<file path="src/rtl/regdst_pipe.sv">
// regdst_pipe: selects an instruction's destination register, carries it
// with its write enable through DEPTH stages (stall/flush aware), presents
// the write-back destination, and flags the youngest in-flight producer of
// two decode-stage source registers.
module regdst_pipe #(
  parameter int unsigned WIDTH    = 5,
  parameter int unsigned DEPTH    = 3,
  parameter int unsigned LINK_REG = 31
) (
  input  logic                           clk,
  input  logic                           rst,
  input  logic                           in_valid,
  input  logic [WIDTH-1:0]               rt_in,
  input  logic [WIDTH-1:0]               rd_in,
  input  logic [1:0]                     sel,
  input  logic                           reg_write,
  input  logic                           stall,
  input  logic                           flush,
  input  logic [WIDTH-1:0]               src_a,
  input  logic [WIDTH-1:0]               src_b,
  output logic [WIDTH-1:0]               dest_out,
  output logic                           we_out,
  output logic [DEPTH-1:0]               match_a,
  output logic [DEPTH-1:0]               match_b,
  output logic [$clog2(DEPTH+1)-1:0]     fwd_a,
  output logic [$clog2(DEPTH+1)-1:0]     fwd_b
);

  localparam int unsigned FW = $clog2(DEPTH + 1);

  // Stage 0 is youngest, stage DEPTH-1 is write-back.
  logic [WIDTH-1:0] dest_q [DEPTH];
  logic [WIDTH-1:0] dest_d [DEPTH];
  logic [DEPTH-1:0] we_q;
  logic [DEPTH-1:0] we_d;

  logic [WIDTH-1:0] entry_dest;
  logic             entry_we;

  // Destination selection; writes to $0 are never tracked.
  always_comb begin
    entry_dest = '0;
    case (sel)
      2'd0:    entry_dest = rt_in;
      2'd1:    entry_dest = rd_in;
      2'd2:    entry_dest = WIDTH'(LINK_REG);
      default: entry_dest = '0;
    endcase
    entry_we = in_valid & reg_write & (sel != 2'd3) & (entry_dest != '0);
  end

  // Next-state for every stage: stall holds stage 0 and bubbles stage 1,
  // flush kills whatever would be captured into stage 0.
  always_comb begin
    for (int k = 0; k < int'(DEPTH); k++) begin
      dest_d[k] = dest_q[k];
    end
    we_d = we_q;

    if (flush) begin
      dest_d[0] = '0;
      we_d[0]   = 1'b0;
    end else if (!stall) begin
      dest_d[0] = entry_dest;
      we_d[0]   = entry_we;
    end

    for (int k = 1; k < int'(DEPTH); k++) begin
      if (k == 1 && stall) begin
        dest_d[k] = '0;
        we_d[k]   = 1'b0;
      end else begin
        dest_d[k] = dest_q[k-1];
        we_d[k]   = we_q[k-1];
      end
    end
  end

  // Stage registers with synchronous reset to bubbles.
  always_ff @(posedge clk) begin
    if (rst) begin
      for (int k = 0; k < int'(DEPTH); k++) begin
        dest_q[k] <= '0;
      end
      we_q <= '0;
    end else begin
      for (int k = 0; k < int'(DEPTH); k++) begin
        dest_q[k] <= dest_d[k];
      end
      we_q <= we_d;
    end
  end

  // Per-stage hit vectors and youngest-hit encoding; $0 never hits.
  always_comb begin
    match_a = '0;
    match_b = '0;
    fwd_a   = '0;
    fwd_b   = '0;
    for (int k = 0; k < int'(DEPTH); k++) begin
      match_a[k] = we_q[k] & (dest_q[k] == src_a) & (src_a != '0);
      match_b[k] = we_q[k] & (dest_q[k] == src_b) & (src_b != '0);
    end
    for (int k = int'(DEPTH) - 1; k >= 0; k--) begin
      if (match_a[k]) fwd_a = FW'(k + 1);
      if (match_b[k]) fwd_b = FW'(k + 1);
    end
  end

  // Write-back view is the oldest stage.
  always_comb begin
    dest_out = dest_q[DEPTH-1];
    we_out   = we_q[DEPTH-1];
  end

endmodule

</file>
<file path="config.mk">
export PLATFORM = sky130hd
export DESIGN_NAME = regdst_pipe
export DESIGN_NICKNAME = d
export VERILOG_FILES = /design/src/rtl/regdst_pipe.sv
export SDC_FILE = /design/constraint.sdc
export NUM_CORES = 1
export LEC_CHECK = 0
export ABC_CLOCK_PERIOD_IN_PS = 3000
export CORE_MARGIN = 3
export CORE_UTILIZATION = 42
export CTS_CLUSTER_SIZE = 14
export DETAILED_ROUTE_END_ITERATION = 6
export GPL_TIMING_DRIVEN = 0
export PLACE_DENSITY = 0.78
export RECOVER_POWER = 25
export SETUP_SLACK_MARGIN = 0.2
export SYNTH_ARGS = -nofsm -noshare
export SYNTH_HDL_FRONTEND = slang
export SYNTH_SLANG_ARGS = --single-unit
</file>
<file path="constraint.sdc">
create_clock -name clk -period 3 [get_ports clk]
set_clock_uncertainty 0.1 [all_clocks]
set_input_delay 0.9 -clock clk [delete_from_list [all_inputs] [get_ports clk]]
set_output_delay 0.9 -clock clk [all_outputs]
set_load 0.005 [all_outputs]
</file>
==> summary.md <==
| Metric | Value |
|---|---|
| CTS Root Cell | clkbuf_4 |
| CP startpoint kind | input pin |
| Global-route wire length before repair | 4770 um |
| Mean post-synth cell area | 8.93 um^2 |
| Top cell type's share of synthesized area | 0.331 |
| Leakage | 0.755 nW |
| # diodes | 0 |
| Clk Latency, worst-skew pair | 300 ps |
| Fin worst setup slack | -139 ps |
| Worst hold-check path type | flop to flop |
| Depth of the CTS H-tree | 1 |
| Tot Pwr | 0.526 mW |
| FF+latch count, synth | 18 |
| Clk slew on worst S/H paths | 100 ps |
| Commonest cells in the netlist | 22 x xnor2_1, 18 x dfxtp_1, 11 x nor2_1 |
| M2 GR Usage | 0.357 |
| Worst Path Arrival | 2140 ps |
| Yosys cell types | 25 |
| Failing checks | setup timing |
| GRT Total Usage | 0.192 |
| Hpwl dp | 2130 um |
| Via density | 5.35 |
| Port-buffer cells | 42 |
| Avg WL per Cell | 16.0 um |
| DRC Markers | 0 |
| # Max-Cap Violations | 0 |
| Clock tree sinks | 18 |
| Post-synth net total | 150 |
| Most common cell in the netlist | xnor2_1 |
| Maximum vdd drop | 0.289 mV |
| Critical path class | input pin to output pin |
| Longest Clk Path Bufs | 2 |
| Largest net degree at the start of global routing | 11 |
| Most used DFF post-synth | dfxtp_1 |
| Die width | 56.9 um |
| Number of fill cells | 155 |
| CORE AREA | 2340 um^2 |
| CTS tree | built |
| WL final | 3280 um |
| Setup crit end kind | output pin |
| Yosys top cell by area | dfxtp_1 |
| Hold Vio Cnt, Final | 0 |
| Final setup violating endpoints | 7 |
| Iteration-0 DRC Markers | 14 |
| Final Critical Period | 3140 ps |
| I/O Pins | 44 |
| Initial antenna violation count | 0 |
| Row count | 17 |
| Crit path max fanout | 3 |
| Drt pass-1 iters | 4 |
| Largest cells by area after synthesis | dfxtp_1 33%, xnor2_1 18%, xor2_1 6.4% |
| Setup TNS after final layout | -583 ps |
| Via count | 1,097 |
| Critical Path RT | 2000 ps |
| Max-slew violation count | 0 |
| Area Growth Syn to Fin | 67.3% |
| Starting Density | 0.466 |
| Ys async rst share | 0 |
| Gr busiest metal | met2 |
| RSZ-0062 raised after global routing | yes |
| Vias in the first global route | 1,089 |
| Share of layout cells above drive strength 1 | 0.373 |
| Final Instance Count excl. Fillers | 205 |
| GR Layer Usage met1 | 0.193 |
| Cells after synthesis | 122 |
| Hold bufs inserted after CTS | 0 |
| Ys Warns | 0 |
| Cell Count Post-Placement | 192 |
| Fmax achieved | 319 MHz |
| Die area | 3240 um^2 |
| Post-synth EDFFs | 0 |
| Die Y | 56.9 um |
| Routability-driven placement congestion ratio | 0.907 |
| Grt met3 use | 0.0317 |
| Seq/Total Area, Yosys | 0.331 |
| Pwr Density | 288 nW/um^2 |
| Status | complete, but fails checks |
| Worst slew margin | 0.687 |
| Gr ovfl total | 0 |
| Routed Antenna Nets | 0 |
| Mapped Area | 1090 um^2 |
| Nets@finish | 206 |
| Tightest Pin Transition | 469 ps |
| Total CTS buffers | 3 |
| Fin crit share | 1.05 |
[cells in the final DEF (no fill, tap or decap), drive strengths merged, types with 4 or more instances in the layout]
master / n
a21oi: 4
and2: 6
buf: 35
clkbuf: 5
clkdlybuf4s50: 21
dfxtp: 18
inv: 4
mux2i: 5
nand4: 6
nor2: 13
nor2b: 6
o2bb2ai: 5
or4: 4
xnor2: 22
xor2: 8
[worst max-delay path, cell delays in order]
cell and delay (ps):
buf_12 110, or4_4 550, nor2_4 150, or3_4 160
inv_2 40, o21bai_1 110, buf_2 130
[power by group]
group	leakage (nW)	internal [mW]	switching [mW]
registers	0.146	0.243	0.00572
clock network	0.0210	0.0741	0.0737
logic	0.589	0.0773	0.0519
[routing by layer]
layer	wire, um	part of all wire
met1	1260	0.38
met2	1720	0.52
met3	214	0.065
met4	84	0.026
met5	0	0
[logic make-up after synthesis]
logic type | share of synthesized area
AO/OA/AOI/OAI | 0.0861
XOR/XNOR | 0.241
buffers and inverters | 0.0551
flip-flops | 0.331
multiplexers | 0.0459
AND/OR/NAND/NOR | 0.241
[cell type report]
class                           instances  area [um^2]  share of cell area
Inverter                                4         15.0             0.00824
Buffer                                  7         45.0              0.0247
Clock buffer                            4         36.3              0.0199
Sequential cell                        18          360               0.198
Multi-Input combinational cell         93          848               0.465
Tap cell                               28         35.0              0.0192
Timing Repair Buffer                   51          483               0.265
[state kept, by name, indices dropped and copies added (netlist names)]
register	flops
we_q	3
dest_q	15
[per-stage QoR]
stage	hold WS (ps)	area (um^2)	setup slack, ps	utilization
2_1_floorplan	357	1090	149	-
3_3_place_gp	374	1550	-946	0.660
3_5_place_dp	385	1550	-957	0.660
4_1_cts	400	1730	-169	0.739
5_1_grt	456	1820	-166	0.779
6_report	432	1820	-139	0.779
[worst paths after layout]
path / start / end / slack, ps / cells past startpoint
worst min-delay path: we_q[1] / we_q[2] / 430 / 1
worst max-delay path: src_a[2] / fwd_a[0] / -140 / 7
worst max register to register: we_q[0] / we_q[0] / 2130 / 2
worst min register to register: we_q[1] / we_q[2] / 430 / 1
[timing repair]
action | 4_1_cts | 5_1_grt
pin swaps | 18 | 15
endpoints found under the setup margin | 10 | 10
gates cloned | 0 | 0
gates resized for setup | 124 | 17
setup buffers | 7 | 2
(Power assumes the default switching activity.)
